===== src/rtl/fetch_pkg.sv =====
// Shared defaults and FSM state type for the fetch sequencer slice.
package fetch_pkg;

    localparam int DEF_ADDR_W   = 16;
    localparam int DEF_DATA_W   = 32;
    localparam int DEF_PROG_LEN = 26;
    localparam int DEF_RESET_PC = 0;

    typedef enum logic [1:0] {
        ST_FETCH = 2'd0,
        ST_DRAIN = 2'd1,
        ST_DONE  = 2'd2
    } fetch_state_t;

endpackage


===== src/rtl/fetch_skid_buf.sv =====
// One-entry holding buffer for an instruction word and its PC.
// Captures the in-flight ROM word when decode stalls, so the PC register
// can stop while the word stays presentable.
module fetch_skid_buf
    import fetch_pkg::*;
#(
    parameter int ADDR_W = DEF_ADDR_W,
    parameter int DATA_W = DEF_DATA_W
) (
    input  logic              clk,
    input  logic              rst_n,
    input  logic              load,
    input  logic              rel,
    input  logic              flush,
    input  logic [DATA_W-1:0] load_data,
    input  logic [ADDR_W-1:0] load_pc,
    output logic              full,
    output logic [DATA_W-1:0] data,
    output logic [ADDR_W-1:0] pc
);

    logic              full_d, full_q;
    logic [DATA_W-1:0] data_d, data_q;
    logic [ADDR_W-1:0] pc_d,   pc_q;

    // Next-state: flush wins, then load; release just empties the entry.
    always_comb begin
        full_d = full_q;
        data_d = data_q;
        pc_d   = pc_q;
        if (flush) begin
            full_d = 1'b0;
        end else if (load) begin
            full_d = 1'b1;
            data_d = load_data;
            pc_d   = load_pc;
        end else if (rel) begin
            full_d = 1'b0;
        end
    end

    // Buffer registers; asynchronous reset discards any held word.
    always_ff @(posedge clk or negedge rst_n) begin
        if (!rst_n) begin
            full_q <= 1'b0;
            data_q <= '0;
            pc_q   <= '0;
        end else begin
            full_q <= full_d;
            data_q <= data_d;
            pc_q   <= pc_d;
        end
    end

    assign full = full_q;
    assign data = data_q;
    assign pc   = pc_q;

endmodule


===== src/rtl/fetch_sequencer.sv =====
// Program counter, issue control and valid/ready output stage in front of
// a registered-read instruction ROM. Handles redirects (squashing the
// in-flight word and any skid content) and halts after the last word.
module fetch_sequencer
    import fetch_pkg::*;
#(
    parameter int ADDR_W   = DEF_ADDR_W,
    parameter int DATA_W   = DEF_DATA_W,
    parameter int PROG_LEN = DEF_PROG_LEN,
    parameter int RESET_PC = DEF_RESET_PC
) (
    input  logic              clk,
    input  logic              rst_n,
    output logic [ADDR_W-1:0] mem_addr,
    input  logic [DATA_W-1:0] mem_ins,
    output logic [DATA_W-1:0] ins_out,
    output logic [ADDR_W-1:0] ins_pc,
    output logic              ins_valid,
    input  logic              ins_ready,
    input  logic              redirect,
    input  logic [ADDR_W-1:0] redirect_pc,
    output logic              halted
);

    localparam logic [ADDR_W-1:0] PROG_LIMIT = ADDR_W'(PROG_LEN);
    localparam logic [ADDR_W-1:0] LAST_PC    = ADDR_W'(PROG_LEN - 1);
    localparam logic [ADDR_W-1:0] START_PC   = ADDR_W'(RESET_PC);

    fetch_state_t      state_d, state_q;
    logic [ADDR_W-1:0] pc_d, pc_q;
    logic              inflight_d, inflight_q;
    logic [ADDR_W-1:0] inflight_pc_d, inflight_pc_q;

    logic              issue;
    logic              xfer;
    logic              skid_load, skid_rel, skid_flush;
    logic              skid_full;
    logic [DATA_W-1:0] skid_data;
    logic [ADDR_W-1:0] skid_pc;

    fetch_skid_buf #(
        .ADDR_W (ADDR_W),
        .DATA_W (DATA_W)
    ) u_skid (
        .clk       (clk),
        .rst_n     (rst_n),
        .load      (skid_load),
        .rel       (skid_rel),
        .flush     (skid_flush),
        .load_data (mem_ins),
        .load_pc   (inflight_pc_q),
        .full      (skid_full),
        .data      (skid_data),
        .pc        (skid_pc)
    );

    // Output mux: the skid entry is always older than anything in flight.
    always_comb begin
        ins_valid = skid_full | inflight_q;
        ins_out   = '0;
        ins_pc    = '0;
        if (skid_full) begin
            ins_out = skid_data;
            ins_pc  = skid_pc;
        end else if (inflight_q) begin
            ins_out = mem_ins;
            ins_pc  = inflight_pc_q;
        end
    end

    assign mem_addr = pc_q;
    assign halted   = (state_q == ST_DONE);

    // Issue, skid control, PC update and FSM; redirect overrides everything.
    always_comb begin
        state_d       = state_q;
        pc_d          = pc_q;
        inflight_d    = 1'b0;
        inflight_pc_d = inflight_pc_q;
        skid_load     = 1'b0;
        skid_rel      = 1'b0;
        skid_flush    = 1'b0;
        issue         = (state_q == ST_FETCH) && (ins_ready || !ins_valid);
        xfer          = ins_valid && ins_ready;

        if (redirect) begin
            pc_d       = redirect_pc;
            skid_flush = 1'b1;
            state_d    = (redirect_pc >= PROG_LIMIT) ? ST_DONE : ST_FETCH;
        end else begin
            // A stalled in-flight word is parked in the skid, and since
            // ins_valid is high with ins_ready low, issue is already 0 here.
            skid_load = inflight_q && !skid_full && !ins_ready;
            skid_rel  = skid_full && ins_ready;
            if (issue) begin
                inflight_d    = 1'b1;
                inflight_pc_d = pc_q;
                pc_d          = pc_q + 1'b1;
            end
            unique case (state_q)
                ST_FETCH: if (issue && (pc_q == LAST_PC)) state_d = ST_DRAIN;
                ST_DRAIN: if (xfer) state_d = ST_DONE;
                ST_DONE:  state_d = ST_DONE;
                default:  state_d = ST_FETCH;
            endcase
        end
    end

    // Sequencer registers with asynchronous active-low reset.
    always_ff @(posedge clk or negedge rst_n) begin
        if (!rst_n) begin
            state_q       <= ST_FETCH;
            pc_q          <= START_PC;
            inflight_q    <= 1'b0;
            inflight_pc_q <= '0;
        end else begin
            state_q       <= state_d;
            pc_q          <= pc_d;
            inflight_q    <= inflight_d;
            inflight_pc_q <= inflight_pc_d;
        end
    end

endmodule


===== config.mk =====
export PLATFORM = sky130hd
export DESIGN_NAME = fetch_sequencer
export DESIGN_NICKNAME = d
export VERILOG_FILES = /design/src/rtl/fetch_pkg.sv /design/src/rtl/fetch_skid_buf.sv /design/src/rtl/fetch_sequencer.sv
export SDC_FILE = /design/constraint.sdc
export NUM_CORES = 1
export LEC_CHECK = 0
export CAP_MARGIN = 5
export CORE_AREA = 2 2 95 120
export CTS_BUF_LIST = sky130_fd_sc_hd__clkbuf_8 sky130_fd_sc_hd__clkbuf_16
export DETAILED_ROUTE_END_ITERATION = 6
export DIE_AREA = 0 0 97 122
export GPL_ROUTABILITY_DRIVEN = 0
export PLACE_DENSITY = 0.77
export SLEW_MARGIN = 20
export SYNTH_ARGS = -nofsm -noshare
export SYNTH_HDL_FRONTEND = slang
export SYNTH_HIERARCHICAL = 1
export SYNTH_SLANG_ARGS = --single-unit

===== constraint.sdc =====
create_clock -name clk -period 4.3 [get_ports clk]
set_input_delay 0.43 -clock clk [delete_from_list [all_inputs] [get_ports clk]]
set_output_delay 0.43 -clock clk [all_outputs]
set_load 0.02 [all_outputs]

After elaboration in Yosys (flattened, before gate mapping)
Index checks and enable logic that the tools add are counted.
- bits in registers: 84
- bits of input ports: 52
- output and inout bits: 66
- word-level logic and storage cells: 52
- add/subtract/negate cells: 1
- order comparisons: 1
- eq/ne operators: 5
- multiplexer cells: 19
- bitwise gates (word level): 3
- reductions and logical operators: 16
- operators by type and width (cell ; number):
    2-to-1 mux 16 bit ; 4
    2-to-1 mux 32 bit ; 2
    adder 16 x 1 -> 16 bit, second input constant ; 1
    == test 16 x 5 -> 1 bit, second input constant ; 1
    >= comparator 16 x 5 -> 1 bit, second input constant ; 1
    2-to-1 mux 1 bit ; 8
    2-to-1 mux 2 bit ; 4
    logical AND 1 bit ; 6
    case mux 2 bit (3 select lines) ; 1
    AND reduction 2 bit ; 3
    zero test 1 bit ; 3
    != test 3 x 2 -> 1 bit, second input constant ; 1
    != test 3 bit, second input constant ; 1
    nonzero test 3 bit ; 1
    == test 2 x 1 -> 1 bit, second input constant ; 1
    == test 2 bit, second input constant ; 1
    zero test 2 bit ; 1
    inverter 1 bit ; 2
    nonzero test 2 bit ; 1
    logical OR 1 bit ; 1
    OR 1 bit ; 1

Logic depth before layout (Yosys ltp)
Gate-level depths: netlist of the first run.
- word-level depth: 8
- gate-level depth with buffers: 8
- depth with buffers taken out: 7

Modules after synthesis
The synthesis of the first run kept the hierarchy.
- modules (own cells, without submodules) (module ; instances ; cells each ; area each (um2) ; seq. area each (um2)):
    fetch_sequencer ; 1 ; 236 ; 2258.4 ; 875.8
    fetch_skid_buf ; 1 ; 106 ; 1936.9 ; 1226.2

Worst setup path before layout of the first run
No wires, ideal clock.
- path kind: reg2out
- start point: reg u_skid.full_q (netlist: u_skid/full)
- end point: out ins_out[0]
- arrival: 1513 ps
- data required time: 3870 ps
- setup slack: 2357 ps
- cell stages (with the launch flop): 6
- buffers on the path: 3
- cells stage by stage: dfrtp_1 > buf_2 > nor2b_1 > clkbuf_1 > buf_1 > a22o_1
- word-level cells in the longest chain between the ends: 1
- RTL lines (element ; RTL line ; RTL):
    from (decl) ; fetch_skid_buf.sv:22 ; logic full_d, full_q;
    from (signal assigned) ; fetch_skid_buf.sv:49 ; full_q <= full_d;
    2-to-1 mux 32 bit ; fetch_sequencer.sv:62 ; if (skid_full) begin
    to (decl) ; fetch_sequencer.sv:16 ; output logic [DATA_W-1:0] ins_out,
Every way passes these cells.

Worst setup path after layout of the first run
- start point: reg u_skid.full_q (netlist: u_skid/full)
- end point: out ins_pc[3]
- word-level cells in the longest chain between the ends: 1
- RTL lines (element ; RTL line ; RTL):
    2-to-1 mux 16 bit ; fetch_sequencer.sv:62 ;
    to (decl) ; fetch_sequencer.sv:17 ; output logic [ADDR_W-1:0] ins_pc,
Every way passes these cells.

==> out/metrics.cfg, run 1 <==
[outcome]
outcome = finished clean

[clock_network]
numCtsBuffers = 9
clockBufferDepth = 2
cts_tree = built
ctsResizeCount = 0
cts_sinks = 84
clk_latency_ps = 330
cts-root-buf = clkbuf_16
cts_hold_buf = 0
clk_pin_slew_ps = 60
post_cts_buffers = 0
htreeDepth = 3

[timing]
fmax_mhz = 289
worstMarginPinSlew_ps = 1070
min_period_ps = 3460
setup_violations = 0
max_slew_margin_pct = 28.7
fin_setup_tns_ps = 0
final_hold_viol_count = 0
maxSlewViolCount = 0
finalClockSkew_ps = 3.81
grt_setup_unrepaired = false
fin_ws_ps = 838
fin_crit_sh_pct = 80.5

[worst_setup_path]
path_class = reg -> out
end_kind = output pin
cp_max_fo = 57
start_kind = flip-flop
r2r_setup_slack_ps = 1570
arrival_ps = 3030
required_ps = 3870
r2r-start = u_skid/full
critPathLaunch = u_skid/full

[place]
dp.cells = 572
dp_slack_ps = 1180
io_buffers = 117
hpwlAfterDp_mm = 6.44
dpl_cell_area_um2 = 5410

[drt]
drtIter0Drc = 98
drt_wl_total_mm = 9.35
wire_per_inst_um = 15.9
drc = 0
num_vias = 3094
viasPerCell = 5.26
postRouteAntennaNets = 0
firstDrtPassIters = 4

[final_layout]
fillers = 891
drive_above_1_share_pct = 18.8
regArea_um2 = 2100
multiInputGateArea_um2 = 1930
final_area_um2 = 5720
diodes = 0
area_delta_synth_final_pct = 36.4
nets = 505
stdcell_count = 588
final_util_pct = 52.9

[die]
die_h_um = 122
fp.dieArea_um2 = 11800
placementRows = 43
fp.dieW_um = 97
core_um2 = 10800
start_util_pct = 38.8
io_pins = 118

[global_route]
gr-total-overflow = 0
antenna_found_initial = 0
grt_max_degree = 85
grt_pass1_wl_mm = 15.5
grt_pass1_vias = 3153
track_usage_pct = 16.0

[yosys]
synth_seq_cells = 84
synth_area_per_cell_um2 = 12.3
synth.distinct_cells = 40
syn_nets = 399
syn_area_um2 = 4200
ys_seq_area_share_pct = 50.1
syn_inst = 342
ys_warn_count = 6

[worst_hold_path]
hold_path.class = in -> async

[job]
maxCapViolations = 0

[power_and_ir_drop]
peakVddDrop_v = 0.000180
leakage_nw = 2.46
p_per_area_nw_per_um2 = 324

-- cell usage after synthesis --
master / instances / area [um^2]
o21ba_2: 1 / 10.0
ha_1: 5 / 62.6
mux2_1: 5 / 56.3
nor3b_1: 1 / 7.51
nor4b_2: 1 / 15.0
mux2_2: 38 / 428
nor4_1: 5 / 31.3
buf_2: 3 / 15.0
nor2_1: 12 / 45.0
xor2_1: 7 / 61.3
clkbuf_1: 9 / 33.8
and3_1: 1 / 6.26
o211ai_1: 1 / 7.51
o21ai_1: 5 / 25.0
o21a_1: 2 / 15.0
nand2b_1: 4 / 25.0
or2_1: 1 / 6.26
nor2b_4: 1 / 13.8
dfrtp_1: 84 / 2100
buf_6: 2 / 22.5
mux2_4: 20 / 300
xnor2_1: 8 / 70.1
buf_1: 6 / 22.5
buf_4: 2 / 15.0
mux2i_1: 1 / 10.0
nor4_4: 1 / 21.3
or3_1: 1 / 6.26
o21bai_2: 1 / 11.3
a21oi_1: 3 / 15.0
inv_1: 6 / 22.5
buf_12: 2 / 40.0
nand4_1: 5 / 31.3
nor3_1: 1 / 5.00
nor4b_1: 1 / 8.76
nand2_1: 26 / 97.6
o21ai_0: 14 / 70.1
or2_2: 1 / 6.26
nor2b_1: 1 / 6.26
a22o_1: 47 / 412
nand3_1: 7 / 35.0
-- worst max-delay path: stages (launching register included) --
cell and delay (ps):
dfrtp_2 770, nor2b_4 970, a22o_1 300, clkdlybuf4s50_1 620
-- worst paths after layout --
| kind | to | depth (start not counted) |
|---|---|---|
| worst min register to register | u_skid/pc[15] | 1 |
| worst max-delay path | ins_pc[3] | 3 |
| worst max register to register | u_skid/pc[6] | 4 |
| min in group clk | u_skid/pc[15] | 1 |
| max in group asynchronous | u_skid/full | 1 |
| worst min-delay path | u_skid/data[21] | 1 |
-- area by class of cell --
| cell class | instances | area share [%] |
|---|---|---|
| clock buffers | 11 | 4.42 |
| clock inverters | 5 | 1.03 |
| inverters | 6 | 0.394 |
| multi-input cells | 228 | 33.7 |
| flip-flops and latches | 84 | 36.8 |
| well taps | 135 | 2.95 |
| repair buffers | 119 | 20.7 |
-- per-stage QoR --
step                hold slack (ps)  power [W]
finish                          148    0.00185
global route                    209    0.00194
CTS                             323    0.00188
detailed placement              496    0.00108
global placement                490    0.00107
floorplan                       134   0.000956
-- placed cells by master (no fill, tap or decap), drive strengths merged, types with 3 or more instances in the layout --
cell type      count
clkdlybuf4s50    116
dfrtp             84
mux2              63
a22o              47
nand2             26
o21ai             19
nor2              12
clkbuf            11
xnor2              8
nand3              7
xor2               7
inv                7
nor4               6
nand4              5
ha                 5
nand2b             4
a21oi              3
buf                3
-- logic make-up (layout without fill, tap and decap cells) --
group | Yosys count | count (layout) | synth area share (%)
xor gates and xnor gates | 15 | 15 | 3.13
muxes | 64 | 64 | 18.9
adders and majority gates | 5 | 5 | 1.49
AOI/OAI and AO/OA | 74 | 74 | 13.5
buffers and inverters | 30 | 141 | 4.09
DFF | 84 | 84 | 50.1
and+or+nand+nor | 70 | 70 | 8.77
-- flip-flops by register name, indices dropped and copies added, names as in the netlist --
signal         flops
u_skid/full        1
mem_addr          16
inflight_pc_q     16
u_skid/pc         16
u_skid/data       32
inflight_q         1
state_q            2
-- report_power, final --
part	switching [W]	internal, W	leakage [nW]	total, W
Combinational	0.0000781	0.000104	1.19	0.000182
Sequential	0.0000478	0.000834	1.12	0.000882
Clock	0.000308	0.000482	0.148	0.000790
Total	0.000434	0.00142	2.46	0.00185
-- metal layers --
metal | track usage, % | part of all wire, % | vias up
met2 | 26.7 | 49 | 89
met5 | 0 | 0 | -
met1 | 20.8 | 45 | 1537
met4 | 5.28 | 1.3 | 0
met3 | 3.73 | 4.4 | 13
li1 | - | - | 1455
Power figures use the tool's default switching activity.
==> run 2, diff against run 1 <==
--- a/config.mk
+++ b/config.mk
@@ -11,7 +11,7 @@
 export DETAILED_ROUTE_END_ITERATION = 6
 export DIE_AREA = 0 0 97 122
 export GPL_ROUTABILITY_DRIVEN = 0
-export PLACE_DENSITY = 0.77
+export PLACE_DENSITY = 0.79
 export SLEW_MARGIN = 20
 export SYNTH_ARGS = -nofsm -noshare
 export SYNTH_HDL_FRONTEND = slang
==> constraint.sdc (replaced) <==
create_clock -name clk -period 3 [get_ports clk]
set_input_delay 0.3 -clock clk [delete_from_list [all_inputs] [get_ports clk]]
set_output_delay 0.3 -clock clk [all_outputs]
set_load 0.02 [all_outputs]
==> run 2 against run 1 <==
Compared with the run above:
- the run now ends with negative hold slack left
- critical path depth up 1
- worst hold slack got worse by 160 ps
- wire length rose by 2.5%
- power up 54%
- register-to-register slack got worse by 710 ps
- via count decreased by 0.71%
- die area is the same
- clock power increased by 67%
- clock skew is 1.7 ps higher
- largest power group is now clock
==> out/metrics.cfg, run 2 (synthesized netlist as in run 1, its figures left out) <==
[outcome]
outcome = complete, but fails checks
violations = negative hold slack

[global_route]
antenna_found_initial = 0  ; unchanged
grt_pass1_vias = 3237  ; +2.7%
track_usage_pct = 16.9  ; +0.84 points
gr-total-overflow = 0  ; unchanged
grt_pass1_wl_mm = 16.0  ; +3.6%
grt_max_degree = 53  ; -38%

[power_and_ir_drop]
peakVddDrop_v = 0.000276  ; +53%
leakage_nw = 2.52  ; +2.5%
p_per_area_nw_per_um2 = 489  ; +51%
power_w = 0.00285  ; +54%

[worst_setup_path]
critPathBufInv = 2  ; +1
r2r-start = u_skid/full
r2r_setup_slack_ps = 860  ; -710 ps
reg2reg_to = u_skid/pc[9]
end_kind = output pin
cp_max_fo = 36  ; -37%
rr_worst_depth = 4  ; unchanged
arrival_ps = 2310  ; -720 ps
start_kind = flip-flop
critPathLaunch = u_skid/full
path_cells = nor2b_4, buf_12, a22o_1, clkdlybuf4s50_1
cp_top_family = buffers and inverters
path_class = reg -> out
cp_slowest_stage_delay_ps = 640  ; -330 ps
cp.depth = 4  ; +1
crit_slowest_cell = clkdlybuf4s50_1
required_ps = 2700  ; -1170 ps

[clock_network]
cts_tree = built
numCtsBuffers = 9  ; unchanged
post_cts_buffers = 0  ; unchanged
clk_pin_slew_ps = 60  ; about the same
ctsResizeCount = 0  ; unchanged
clockBufferDepth = 2  ; unchanged
cts_sinks = 84  ; unchanged
cts-root-buf = clkbuf_16
cts_hold_buf = 0  ; unchanged
clk_latency_ps = 330  ; about the same
htreeDepth = 3  ; unchanged

[timing]
fin_crit_sh_pct = 86.9
final_hold_viol_count = 13  ; +13
worstMarginPinSlew_ps = 714  ; -353 ps
max_slew_margin_pct = 52.4  ; +24 points
min_period_ps = 2610
fin_ws_ps = 394  ; -445 ps
hold_ws_ps = -11.1  ; -159 ps
setup_violations = 0  ; unchanged
maxSlewViolCount = 0  ; unchanged
finalClockSkew_ps = 5.49  ; +1.68 ps
fin_setup_tns_ps = 0  ; unchanged
grt_setup_unrepaired = false
fmax_mhz = 384

[final_layout]
area_delta_synth_final_pct = 39.0
final_common_cell = clkdlybuf4s50_1
drive_above_1_share_pct = 19.0  ; +0.27 points
nets = 509  ; +0.79%
final_area_um2 = 5830  ; +1.9%
final_cell_mix = clkdlybuf4s50_1 (116), dfrtp_1 (83), a22o_1 (47)
largest_reg_flops = 32  ; unchanged
diodes = 0  ; unchanged

[drt]
drtIter0Drc = 116  ; +18%
firstDrtPassIters = 4  ; unchanged
drc = 0  ; unchanged
drt_wl_total_mm = 9.59  ; +2.5%
wire_per_inst_um = 16.2  ; +1.8%
num_vias = 3072  ; -0.71%
viasPerCell = 5.19  ; -1.4%
postRouteAntennaNets = 0  ; unchanged

[place]
io_buffers = 117  ; unchanged
hpwlAfterDp_mm = 6.87  ; +6.5%
dpl_cell_area_um2 = 5460  ; +1.0%
dp_slack_ps = 593  ; -588 ps

[job]
maxCapViolations = 0  ; unchanged

[die]
fp.dieArea_um2 = 11800  ; unchanged
fp.dieW_um = 97  ; unchanged
io_pins = 118  ; unchanged
start_util_pct = 38.8  ; unchanged
die_h_um = 122  ; unchanged
core_um2 = 10800  ; unchanged
placementRows = 43  ; unchanged

[worst_hold_path]
hold_path.class = in -> async

[run 2: cell types whose count changed in the layout (fill, tap and decap cells not counted), sizes merged]
cell and delta:
buf +4, bufinv +3, clkinvlp -2, clkbuf -1, clkinv -1, inv +1
[run 2: how the worst max path moves through the flow]
| stage | slack [ps] | end |
|---|---|---|
| 5_1_grt | 290 | ins_pc[12] |
| 2_1_floorplan | 1160 | mem_addr[14] |
| 3_5_place_dp | 590 | inflight_pc_q[3] |
| 4_1_cts | 380 | ins_pc[12] |
| 3_3_place_gp | 720 | inflight_pc_q[9] |
| 6_report | 390 | ins_pc[5] |
[run 2: worst register-to-register path, cell delays in order, from the launching register on]
cell and delay [ps]:
dfrtp_2 570, nor4b_1 470, nor2b_4 250, buf_12 280
mux2_2 450
[run 2: power by group]
group	switching, W	internal [W]
clock	0.000408	0.000914
combinational	0.000114	0.000150
sequential	0.0000677	0.00120
[run 2: per-stage QoR]
stage,instances,util [%]
after global routing,592,53.9
after CTS,592,53.9
final,592,53.9
after floorplan,342,-
after detailed placement,576,50.5
after global placement,576,50.5
[run 2: layout make-up]
| cell class | instances | area (um^2) |
|---|---|---|
| Multi-Input combinational cell | 228 | 1930 |
| Tap cell | 135 | 169 |
| Fill cell | 900 | 4980 |
| Inverter | 6 | 22.5 |
| Timing Repair Buffer | 123 | 1240 |
| Clock inverter | 6 | 128 |
| Clock buffer | 10 | 239 |
| Sequential cell | 84 | 2100 |
[run 2: metal layers]
layer | track usage [%] | part of all wire [%] | vias to the layer above
met4 | 5.37 | 1.4 | 0
met1 | 21.2 | 44 | 1511
li1 | - | - | 1463
met3 | 3.61 | 4.2 | 13
met2 | 29.2 | 50 | 85
met5 | 0 | 0 | -
==> run 3, diff against run 2 <==
--- a/config.mk
+++ b/config.mk
@@ -11,6 +11,7 @@
 export DETAILED_ROUTE_END_ITERATION = 6
 export DIE_AREA = 0 0 97 122
 export GPL_ROUTABILITY_DRIVEN = 0
+export GPL_TIMING_DRIVEN = 0
 export PLACE_DENSITY = 0.79
 export SLEW_MARGIN = 20
 export SYNTH_ARGS = -nofsm -noshare
==> run 3 against run 2 <==
Compared with the run above:
- final cell count increased by 3.4%
- wire length is 5.2% higher
- maximum frequency down 4.0%
- the run now ends clean
- largest power group unchanged
- highest routed layer unchanged
- worst hold slack gained 440 ps
- critical path type unchanged
- global-route usage up 0.75 points
- flip-flop and latch count stayed put
- non-clock buffer count up 20
- critical path depth rose by 2
- worst setup slack got worse by 110 ps
- via count grew 3.6%
==> out/metrics.cfg, run 3 (synthesized netlist as in run 1, its figures left out) <==
[drt]
drtIter0Drc = 89  ; -23%
drc = 0  ; unchanged
viasPerCell = 5.20  ; +0.23%
drt_wl_total_mm = 10.1  ; +5.2%
num_vias = 3183  ; +3.6%
postRouteAntennaNets = 0  ; unchanged
firstDrtPassIters = 4  ; unchanged
wire_per_inst_um = 16.5  ; +1.8%

[global_route]
gr-total-overflow = 0  ; unchanged
grt_pass1_vias = 3291  ; +1.7%
grt_max_degree = 60  ; +13%
antenna_found_initial = 0  ; unchanged
track_usage_pct = 17.6  ; +0.75 points
grt_pass1_wl_mm = 16.6  ; +3.9%

[worst_hold_path]
hold_path.class = in -> async

[worst_setup_path]
cp_max_fo = 10  ; -72%
cpMostUsedCell = buf_2
cp_top_family = buffers and inverters
crit_slowest_cell = clkdlybuf4s50_1
required_ps = 2700  ; about the same
start_kind = flip-flop
path_cells = buf_2, nor2b_1, clkbuf_2, buf_2, a22o_1, clkdlybuf4s50_1
cp_slowest_stage_delay_ps = 600  ; -40 ps
end_kind = output pin
critPathBufInv = 4  ; +2
path_class = reg -> out
arrival_ps = 2420  ; +110 ps

[die]
fp.dieW_um = 97  ; unchanged
start_util_pct = 38.8  ; unchanged
core_um2 = 10800  ; unchanged
die_h_um = 122  ; unchanged
io_pins = 118  ; unchanged
placementRows = 43  ; unchanged
fp.dieArea_um2 = 11800  ; unchanged

[place]
hpwlAfterDp_mm = 7.57  ; +10%
dpl_cell_area_um2 = 5560  ; +1.8%
io_buffers = 117  ; unchanged
dp.cells = 595  ; +3.3%

[outcome]
outcome = finished clean

[clock_network]
clk_pin_slew_ps = 60  ; about the same
cts_tree = built
clk_latency_ps = 330  ; about the same
htreeDepth = 3  ; unchanged
clockBufferDepth = 2  ; unchanged
numCtsBuffers = 9  ; unchanged
cts-root-buf = clkbuf_16
cts_sinks = 84  ; unchanged

[final_layout]
final_common_cell = clkdlybuf4s50_1
area_delta_synth_final_pct = 41.2
final_area_um2 = 5930  ; +1.7%
final_cell_mix = clkdlybuf4s50_1 (116), dfrtp_1 (84), a22o_1 (47)
diodes = 0  ; unchanged
largest_reg_flops = 32  ; unchanged
drive_above_1_share_pct = 19.7  ; +0.67 points
stdcell_count = 612  ; +3.4%
nets = 529  ; +3.9%

[job]
maxCapViolations = 0  ; unchanged

[timing]
max_slew_margin_pct = 62.8  ; +10 points
final_hold_viol_count = 0  ; -13
fin_crit_sh_pct = 90.5  ; +3.7 points
worstMarginPinSlew_ps = 556  ; -158 ps
min_period_ps = 2720  ; +110 ps
grt_setup_unrepaired = false
hold_ws_ps = 428  ; +439 ps
setup_violations = 0  ; unchanged
maxSlewViolCount = 0  ; unchanged
finalClockSkew_ps = 6.68  ; +1.19 ps
fmax_mhz = 368  ; -4.0%

[power_and_ir_drop]
switching_share_pct = 22.2  ; +1.5 points
peakVddDrop_v = 0.000214  ; -22%
leakage_nw = 2.58  ; +2.1%
p_per_area_nw_per_um2 = 474  ; -3.0%
combPwrFrac_pct = 9.7  ; +0.4 points
netSwitchingPower_w = 0.000623  ; +5.6%
internal_power_w = 0.00219  ; -3.2%
p_clk_share_pct = 45.4  ; -1.0 points
pwr-share-seq_pct = 44.9  ; +0.6 points

==> run 3: cell count changes in the layout (fill, tap and decap cells not counted), sizes merged <==
cell and delta:
clkbuf +10, buf +9, bufinv -1, clkinv +1
dlygate4sd3 +1
==> run 3: path summary, 6_finish.rpt <==
kind,cells past startpoint,to,slack (ps),from
worst max-delay path,6,ins_out[1],280,u_skid/full
worst min-delay path,2,u_skid/data[17],430,rst_n
worst max register to register,7,mem_addr[15],850,state_q[0]
worst min register to register,1,u_skid/pc[3],510,u_skid/pc[3]
max in group asynchronous,3,u_skid/pc[11],1970,rst_n
min in group clk,1,u_skid/pc[3],510,u_skid/pc[3]
==> run 3: cell type report <==
class                           count  area [um^2]
Clock buffer                       10          239
Inverter                            6         22.5
Fill cell                         896         4890
Tap cell                          135          169
Timing Repair Buffer              119         1210
Buffer                             24          154
Multi-Input combinational cell    228         1920
Sequential cell                    84         2100
Clock inverter                      6          111
==> run 3: through the flow <==
step / util, % / setup WS [ps] / power [W] / TNS [ps]
after floorplan: - / 1160 / 0.00137 / 0
after global placement: 51.2 / -1260 / 0.00154 / -105300
after detailed placement: 51.4 / 246 / 0.00155 / 0
after CTS: 54.8 / 110 / 0.00284 / 0
after global routing: 54.8 / 146 / 0.00292 / 0
final: 54.8 / 284 / 0.00281 / 0
==> run 3: worst register-to-register path: stages (launching register included) <==
cell,delay [ps]
dfrtp_1,400
inv_1,90
ha_1,220
nand3_1,140
nor4b_2,550
nand4_1,220
xnor2_1,170
mux2_2,260
==> run 3: power groups by stage <==
| stage | Clock [W] | Combinational (W) | Sequential [W] |
|---|---|---|---|
| 2_1_floorplan | 0 | 0.0000866 | 0.00128 |
| 3_3_place_gp | 0 | 0.000261 | 0.00128 |
| 3_5_place_dp | 0 | 0.000273 | 0.00128 |
| 4_1_cts | 0.00130 | 0.000277 | 0.00126 |
| 5_1_grt | 0.00135 | 0.000299 | 0.00127 |
| 6_report | 0.00127 | 0.000273 | 0.00126 |
==> run 3: layer usage <==
metal  GRT usage, %  share of wire, %  vias up
li1               -                 -     1507
met1           20.7                41     1558
met2           31.2                52      100
met3           4.02               4.8       18
met4           7.31               2.3        0
met5              0                 0        -
==> run 3: timing repair <==
action / CTS / global route
hold endpoints to repair: 25 / 0
endpoints found under the setup margin: 30 / 8
hold buffers: 1 / 0
setup buffers: 0 / 0
gates resized for setup: 2 / 3
